`config.mk`:
```
export PLATFORM = sky130hd
export DESIGN_NAME = rom_frame_streamer
export DESIGN_NICKNAME = d
export VERILOG_FILES = /design/src/rtl/rom_frame_streamer.sv
export SDC_FILE = /design/constraint.sdc
export NUM_CORES = 1
export LEC_CHECK = 0
export CAP_MARGIN = 5
export CORE_ASPECT_RATIO = 1.25
export CORE_UTILIZATION = 56
export CTS_CLUSTER_DIAMETER = 30
export DETAILED_ROUTE_END_ITERATION = 6
export GPL_TIMING_DRIVEN = 0
export PLACE_DENSITY = 0.89
export SYNTH_ARGS = -nofsm -noshare
export SYNTH_HDL_FRONTEND = slang
export SYNTH_SLANG_ARGS = --single-unit
export TNS_END_PERCENT = 10
```
`constraint.sdc`:
```
create_clock -name clock -period 2.9 [get_ports clock]
set_input_delay 0.29 -clock clock [delete_from_list [all_inputs] [get_ports clock]]
set_output_delay 0.29 -clock clock [all_outputs]
set_load 0.01 [all_outputs]
```
`src/rtl/rom_frame_streamer.sv`:
```
// Raster-scans a WIDTH x HEIGHT image out of a synchronous ROM and streams it with
// valid/ready backpressure; credit-limited reads land in a small FWFT FIFO.
module rom_frame_streamer #(
  parameter int WIDTH_BITS  = 8,
  parameter int HEIGHT_BITS = 8,
  parameter int PIXEL_BITS  = 8,
  parameter int ROM_LATENCY = 1,
  parameter int FIFO_DEPTH  = 4
) (
  input  logic                              clock,
  input  logic                              reset_n,
  input  logic                              iStart,
  input  logic                              iFlipH,
  input  logic                              iFlipV,
  output logic                              oBusy,
  output logic                              oDone,
  output logic [WIDTH_BITS+HEIGHT_BITS-1:0] oRomAddr,
  input  logic [PIXEL_BITS-1:0]             iRomData,
  output logic                              oValid,
  input  logic                              iReady,
  output logic [PIXEL_BITS-1:0]             oData,
  output logic [WIDTH_BITS-1:0]             oCol,
  output logic [HEIGHT_BITS-1:0]            oRow,
  output logic                              oSof,
  output logic                              oEol,
  output logic                              oEof
);

  // Stage 0 lines up with the registered address; the last stage lines up with iRomData.
  localparam int PL = ROM_LATENCY + 1;
  localparam int AW = (FIFO_DEPTH > 1) ? $clog2(FIFO_DEPTH) : 1;
  localparam int TW = WIDTH_BITS + HEIGHT_BITS + 3;
  localparam int CW = $clog2(FIFO_DEPTH + PL + 1) + 1;

  typedef enum logic [1:0] {IDLE, ISSUE, DRAIN, DONE} state_t;

  state_t                 state;
  logic [WIDTH_BITS-1:0]  col;
  logic [HEIGHT_BITS-1:0] row;
  logic                   flip_h, flip_v;

  logic [PL-1:0]          vld_p;
  logic [TW-1:0]          tag_p [PL];

  logic [PIXEL_BITS-1:0]  mem_data [FIFO_DEPTH];
  logic [TW-1:0]          mem_tag  [FIFO_DEPTH];
  logic [AW-1:0]          wr_ptr, rd_ptr;
  logic [AW:0]            count;

  logic                   can_issue, last_pos, push, pop, head_eof;
  logic [TW-1:0]          issue_tag;
  logic [WIDTH_BITS-1:0]  sc;
  logic [HEIGHT_BITS-1:0] sr;

  function automatic logic [CW-1:0] outstanding(input logic [PL-1:0] v, input logic [AW:0] c);
    logic [CW-1:0] s;
    s = CW'(c);
    for (int i = 0; i < PL; i++) s = s + CW'(v[i]);
    return s;
  endfunction

  assign last_pos  = (&col) && (&row);
  assign can_issue = (state == ISSUE) && (outstanding(vld_p, count) < CW'(FIFO_DEPTH));
  assign sc        = flip_h ? ~col : col;
  assign sr        = flip_v ? ~row : row;
  assign issue_tag = {col, row, (col == '0) && (row == '0), &col, last_pos};

  assign push      = vld_p[PL-1];
  assign oValid    = (count != '0);
  assign pop       = oValid && iReady;
  assign head_eof  = mem_tag[rd_ptr][0];

  // Outputs read zero whenever the FIFO is empty, so unreset storage never leaks out.
  assign oData = oValid ? mem_data[rd_ptr] : '0;
  assign {oCol, oRow, oSof, oEol, oEof} = oValid ? mem_tag[rd_ptr] : '0;

  always_ff @(posedge clock or negedge reset_n) begin
    if (!reset_n) begin
      state    <= IDLE;
      col      <= '0;
      row      <= '0;
      flip_h   <= 1'b0;
      flip_v   <= 1'b0;
      oBusy    <= 1'b0;
      oDone    <= 1'b0;
      oRomAddr <= '0;
      vld_p    <= '0;
      wr_ptr   <= '0;
      rd_ptr   <= '0;
      count    <= '0;
    end else begin
      oDone <= 1'b0;
      case (state)
        IDLE: if (iStart) begin
          state  <= ISSUE;
          oBusy  <= 1'b1;
          flip_h <= iFlipH;
          flip_v <= iFlipV;
          col    <= '0;
          row    <= '0;
        end
        ISSUE: if (can_issue) begin
          oRomAddr <= {sr, sc};
          if (last_pos) begin
            state <= DRAIN;
          end else begin
            col <= col + 1'b1;
            if (&col) row <= row + 1'b1;
          end
        end
        DRAIN: if (pop && head_eof) begin
          state <= DONE;
          oBusy <= 1'b0;
          oDone <= 1'b1;
        end
        default: state <= IDLE;
      endcase

      // ---- in-flight pipe: _p0 = address cycle, _p(PL-1) = data cycle ----
      vld_p <= {vld_p[PL-2:0], can_issue};

      // ---- output FIFO ----
      if (push) wr_ptr <= wr_ptr + 1'b1;
      if (pop)  rd_ptr <= rd_ptr + 1'b1;
      count <= count + (AW+1)'(push) - (AW+1)'(pop);
    end
  end

  always_ff @(posedge clock) begin
    tag_p[0] <= issue_tag;
    for (int i = 1; i < PL; i++) tag_p[i] <= tag_p[i-1];
    if (push) begin
      mem_data[wr_ptr] <= iRomData;
      mem_tag[wr_ptr]  <= tag_p[PL-1];
    end
  end

endmodule

```
==> results.sh, run 1 <==
export IMPL_avgSynthCellArea_um2=15.7
export IMPL_grt_pass1_wl_mm=22.7
export IMPL_rows=46
export IMPL_fin_setup_tns_ns=0
export IMPL_ios=60
export IMPL_root_buffer="clkbuf_16"
export IMPL_die_area_um2=13800
export IMPL_critPathKind="register to output port"
export IMPL_hold_violations=0
export IMPL_met3_usage=0.0451
export IMPL_crit_buf_inv=3
export IMPL_drive_gt1_frac=0.159
export IMPL_cts_buffers=17
export IMPL_crit_path_top_delay_cell="mux4_2"
export IMPL_io_buffers=59
export IMPL_ys_seq_area_frac=0.693
export IMPL_die_x_um=105
export IMPL_cts_tree="yes"
export IMPL_dp_slack_ns=0.310
export IMPL_seq_area_um2=5180
export IMPL_timing_reg2reg_setup_slack_ns=0.52
export IMPL_slew_headroom=0.553
export IMPL_die_h_um=131
export IMPL_worstHoldPathType="primary input to async pin"
export IMPL_slowest_delay_ns=0.53
export IMPL_final_util=0.697
export IMPL_wl_mm=14.3
export IMPL_ys_ff_latch=193
export IMPL_synth_edf_count=108
export IMPL_cp_max_fo=10
export IMPL_grt_pass1_vias=4386
export IMPL_end_kind="output port"
export IMPL_gr_max_usage_layer="met2"
export IMPL_vdd_drop_max_uv=584
export IMPL_reg2reg_depth=8
export IMPL_antenna_left=0
export IMPL_timing_hold_ws_ns=0.294
export IMPL_cts_sinks=193
export IMPL_layout_setup_ws_ns=0.121
export IMPL_cp_depth=5
export IMPL_via_count=4231
export IMPL_critPathArrivalTime_ns=2.49
export IMPL_yosysWarnings=0
export IMPL_via_per_inst=5.71
export IMPL_hpwl_mm=9.49
export IMPL_path_clk_slew_ns=0.06
export IMPL_h_tree_depth=4
export IMPL_cp_required_ns=2.61
export IMPL_clock_fmax_mhz=360
export IMPL_drt_iter0_drc=295
export IMPL_ys_types=56
export IMPL_fillers=802
export IMPL_slew_viol_final=0
export IMPL_reg2reg_from="count[1]"
export IMPL_core_area_um2=12800
export IMPL_syn_to_final_growth_pct=19.8
export IMPL_synth_nets=507
export IMPL_reg2reg_to="count[2]"
export IMPL_grtUsageMet1=0.254
export IMPL_insertion_delay_ns=0.42
export IMPL_overflow=0
export IMPL_finalClockSkew_ns=0.00847
export IMPL_grt_start_max_net_pins=37
export IMPL_synth_main_ff_cell="edfxtp_1"
export IMPL_multi_input_area_um2=2120
export IMPL_power_mw=9.35
export IMPL_status="finished, final reports clean"
export IMPL_start_kind="register"
export IMPL_syn_area_um2=7470
export IMPL_drv_cap=0
export IMPL_antenna_found_initial=0
export IMPL_drtPass1Iterations=5
export IMPL_syn_inst=476
export IMPL_rsz0062_at_grt="false"
export IMPL_crit_path_cell_trace="buf_4 -> buf_6 -> mux4_2 -> and2_1 -> clkdlybuf4s50_1"
export IMPL_fin_crit_ns=2.78
export IMPL_globalplace_congestion=0.824
export IMPL_cts_setup_buffers=0
export IMPL_wl_per_cell_um=19.2
export IMPL_drc_errors=0
export IMPL_p_leak_nw=3.17
export IMPL_worstMarginPinSlew_ns=0.671
export IMPL_powerDensity_nw_per_um2=1040
export IMPL_start_util=0.582
export IMPL_use_met2=0.395
export IMPL_ys_async_sr_fraction=0.244
export IMPL_clock_path_buffers=2
export IMPL_grt_use_total=0.219
export IMPL_path_delay_family="buffers and inverters"
export IMPL_min_period_over_period=0.958
export IMPL_fin_nets=591
export IMPL_antenna_cells=0
export IMPL_finalSetupViolCount=0
==> per-stage QoR <==
step | cell area (um^2) | instances
6_report | 8950 | 741
5_1_grt | 8950 | 741
4_1_cts | 8940 | 741
3_5_place_dp | 8400 | 708
3_3_place_gp | 8270 | 703
2_1_floorplan | 7470 | 476
==> sequential cells by signal (all words and copies together), names as in the netlist <==
| name | cells |
|---|---|
| wr_ptr | 2 |
| oBusy | 1 |
| rd_ptr | 2 |
| tag_p | 38 |
| row | 8 |
| col | 8 |
| vld_p | 2 |
| oRomAddr | 16 |
| mem_tag | 76 |
| count | 3 |
| mem_data | 32 |
| flip_h | 1 |
| state | 2 |
| flip_v | 1 |
| oDone | 1 |
==> worst max path at each step <==
stage | from | to | slack (ns)
after detailed placement | rd_ptr[0] | oEol | 0.31
after floorplan | count[1] | count[2] | 0.78
final | rd_ptr[0] | oEol | 0.12
after global placement | reset_n | oDone | 0.20
after CTS | count[1] | oCol[2] | 0.007
after global routing | rd_ptr[0] | oEol | 0.01
==> routing by layer <==
layer	vias up	wire length [um]
li1	1933	-
met1	2139	5680
met2	138	7780
met3	21	565
met4	0	227
met5	-	0
==> report_power, final <==
group / switching, mW / leakage [nW] / internal [mW]
clock: 0.973 / 0.239 / 1.09
combinational: 1.65 / 1.15 / 1.65
sequential: 0.339 / 1.77 / 3.64
total: 2.96 / 3.17 / 6.38
==> layout make-up <==
| cell class | instances | share of cell area |
|---|---|---|
| clock inverter | 13 | 0.0102 |
| tap | 168 | 0.0235 |
| timing repair buffer | 65 | 0.0811 |
| buffer | 24 | 0.0144 |
| inverter | 16 | 0.00699 |
| sequential | 193 | 0.579 |
| clock buffer | 19 | 0.0484 |
| multi-input combinational | 243 | 0.237 |
==> synthesized netlist by cell type (all sizes together), types with 10 or more instances <==
cell type / instances / area share
clkbuf: 14 / 0.0072
nand2: 32 / 0.016
ha: 16 / 0.027
edfxtp: 108 / 0.43
xnor2: 18 / 0.021
and2: 33 / 0.028
buf: 10 / 0.0077
mux4: 27 / 0.081
inv: 16 / 0.0084
dfxtp: 38 / 0.10
dfrtp: 47 / 0.16
o21ai: 35 / 0.023
==> cells by family (layout without fill, tap and decap cells) <==
family                   Yosys count  count (layout)  share of synthesized area
flip-flops                       193             193                      0.693
AND/OR/NAND/NOR                  112             112                     0.0869
AO/OA/AOI/OAI                     63              63                     0.0564
buffers and inverters             40             137                     0.0233
multiplexers                      31              31                     0.0872
XOR/XNOR                          20              20                     0.0234
adder cells (fa/ha/maj)           17              17                     0.0295
==> cell usage in the layout (no fill, tap or decap), types with 7 or more instances in the layout <==
master,synthesis,layout
mux4_2,27,27
nand2_1,32,32
clkbuf_16,0,17
xnor2_1,18,18
nor2_1,7,7
nand3_1,9,9
o21ai_0,31,31
ha_1,16,16
edfxtp_1,108,108
buf_2,7,7
clkdlybuf4s50_1,0,58
dfxtp_1,38,38
dfrtp_1,47,47
and2_1,33,33
inv_1,15,15
clkbuf_1,13,12
==> timing repair <==
action                     in CTS  in global routing
hold endpoints to repair       11                  0
hold buffers                    1                  0
gates resized for setup         5                  5
pin swaps                       0                  0
setup endpoints to repair      18                 19
Power figures use the tool's default switching activity.
==> run 2, diff against run 1 <==
--- a/config.mk
+++ b/config.mk
@@ -5,13 +5,12 @@
 export SDC_FILE = /design/constraint.sdc
 export NUM_CORES = 1
 export LEC_CHECK = 0
-export CAP_MARGIN = 5
 export CORE_ASPECT_RATIO = 1.25
-export CORE_UTILIZATION = 56
+export CORE_UTILIZATION = 60
 export CTS_CLUSTER_DIAMETER = 30
 export DETAILED_ROUTE_END_ITERATION = 6
 export GPL_TIMING_DRIVEN = 0
-export PLACE_DENSITY = 0.89
+export PLACE_DENSITY = 0.94
 export SYNTH_ARGS = -nofsm -noshare
 export SYNTH_HDL_FRONTEND = slang
 export SYNTH_SLANG_ARGS = --single-unit
==> constraint.sdc (replaced) <==
create_clock -name clock -period 3.3 [get_ports clock]
set_input_delay 0.33 -clock clock [delete_from_list [all_inputs] [get_ports clock]]
set_output_delay 0.33 -clock clock [all_outputs]
set_load 0.01 [all_outputs]
==> results.sh, run 2 (same netlist as run 1, synthesis figures left out) <==
export IMPL_start_util=0.614
export IMPL_grt_start_max_net_pins=40
export IMPL_layout_common_cells="edfxtp_1, clkdlybuf4s50_1, dfrtp_1, dfxtp_1, nand2_1"
export IMPL_clock_path_buffers=2
export IMPL_cts_setup_buffers=0
export IMPL_drive_gt1_frac=0.153
export IMPL_end_kind="output port"
export IMPL_layout_commonest_cell="edfxtp_1"
export IMPL_hold_violations=0
export IMPL_critPathArrivalTime_ns=2.67
export IMPL_cts_tree="yes"
export IMPL_finalSetupViolCount=0
export IMPL_final_util=0.727
export IMPL_drv_cap=0
export IMPL_critPathKind="register to output port"
export IMPL_grt_pass1_vias=4495
export IMPL_largest_register_ffs=76
export IMPL_rsz0062_at_grt="false"
export IMPL_hpwl_mm=9.28
export IMPL_worstHoldPathType="primary input to async pin"
export IMPL_slew_viol_final=0
export IMPL_die_x_um=102
export IMPL_grt_use_total=0.245
export IMPL_status="finished, violations left"
export IMPL_syn_to_final_growth_pct=18.3
export IMPL_cp_required_ns=2.97
export IMPL_io_buffers=59
export IMPL_die_h_um=127
export IMPL_via_per_inst=5.91
export IMPL_path_clk_slew_ns=0.07
export IMPL_drt_iter0_drc=401
export IMPL_cts_sinks=193
export IMPL_clock_fmax_mhz=333
export IMPL_slew_headroom=0.479
export IMPL_vdd_drop_max_uv=661
export IMPL_drc_errors=2
export IMPL_top_register="mem_tag"
export IMPL_worstMarginPinSlew_ns=0.781
export IMPL_fin_setup_tns_ns=0
export IMPL_min_period_over_period=0.909
export IMPL_cts_resized=0
export IMPL_fin_nets=587
export IMPL_grt_pass1_wl_mm=23.3
export IMPL_cp_max_fo=10
export IMPL_violations="design-rule violations"
export IMPL_fin_crit_ns=3.00
export IMPL_wl_mm=14.7
export IMPL_overflow=0
export IMPL_h_tree_depth=4
export IMPL_globalplace_congestion=0.895
export IMPL_finalClockSkew_ns=0.00653
export IMPL_die_area_um2=12900
export IMPL_timing_reg2reg_setup_slack_ns=0.93
export IMPL_power_mw=8.21
export IMPL_root_buffer="clkbuf_16"
export IMPL_powerDensity_nw_per_um2=929
export IMPL_start_kind="register"
export IMPL_via_count=4330
export IMPL_rows=45
export IMPL_wl_per_cell_um=20.1
export IMPL_ios=60
export IMPL_antenna_found_initial=0
export IMPL_antenna_left=0
export IMPL_antenna_cells=0
export IMPL_drtPass1Iterations=7
export IMPL_insertion_delay_ns=0.42
export IMPL_p_leak_nw=3.13
export IMPL_core_area_um2=12200
export IMPL_timing_hold_ws_ns=0.294
export IMPL_reg_top3="mem_tag (76), tag_p (38), mem_data (32)"
export IMPL_cts_buffers=17
==> run 2: metal layers <==
| metal | wire length, um | GRT usage | vias to the layer above |
|---|---|---|---|
| met2 | 7770 | 0.431 | 205 |
| met5 | 0 | 0 | - |
| li1 | - | - | 1926 |
| met4 | 299 | 0.0840 | 0 |
| met1 | 5860 | 0.299 | 2165 |
| met3 | 816 | 0.0523 | 34 |
==> run 2: final timing paths <==
check / start / endpoint / cells past startpoint
max: rd_ptr[1] / oCol[0] / 5
min: reset_n / row[0] / 2
max reg2reg: vld_p[1] / row[2] / 7
min reg2reg: tag_p[0][13] / tag_p[0][32] / 0
max in group asynchronous: reset_n / rd_ptr[1] / 3
min in group clock: tag_p[0][13] / tag_p[0][32] / 0
==> run 2: repair_timing <==
| action | in CTS | in global routing |
|---|---|---|
| endpoints found under the hold margin | 8 | 0 |
| setup endpoints to repair | 0 | 0 |
| hold buffers | 1 | 0 |
==> run 2: worst max-delay path, stage by stage, from the launching register on <==
cell,delay [ns]
dfrtp_1,0.32
buf_2,0.28
clkbuf_1,0.57
mux4_2,0.41
and2_1,0.18
clkdlybuf4s50_1,0.49
==> run 2: layout make-up <==
cell class / instances / area [um^2]
inverter: 16 / 62.6
timing repair buffer: 61 / 616
fill: 734 / 3320
clock inverter: 11 / 82.6
sequential: 193 / 5180
tap: 164 / 205
multi-input combinational: 243 / 2120
buffer: 24 / 111
clock buffer: 21 / 462
==> run 2: stage by stage <==
step                      instance area, um^2  setup WS, ns  std cells
after floorplan                          7470          1.18        476
after global placement                   8270         0.625        699
after detailed placement                 8280         0.726        700
after CTS                                8840         0.264        733
after global routing                     8840         0.168        733
final                                    8840         0.300        733
==> run 2: power by group <==
group          switching [mW]  internal [mW]  leakage (nW)
combinational            1.47           1.35          1.10
clock                   0.865           1.01         0.259
sequential              0.305           3.21          1.77
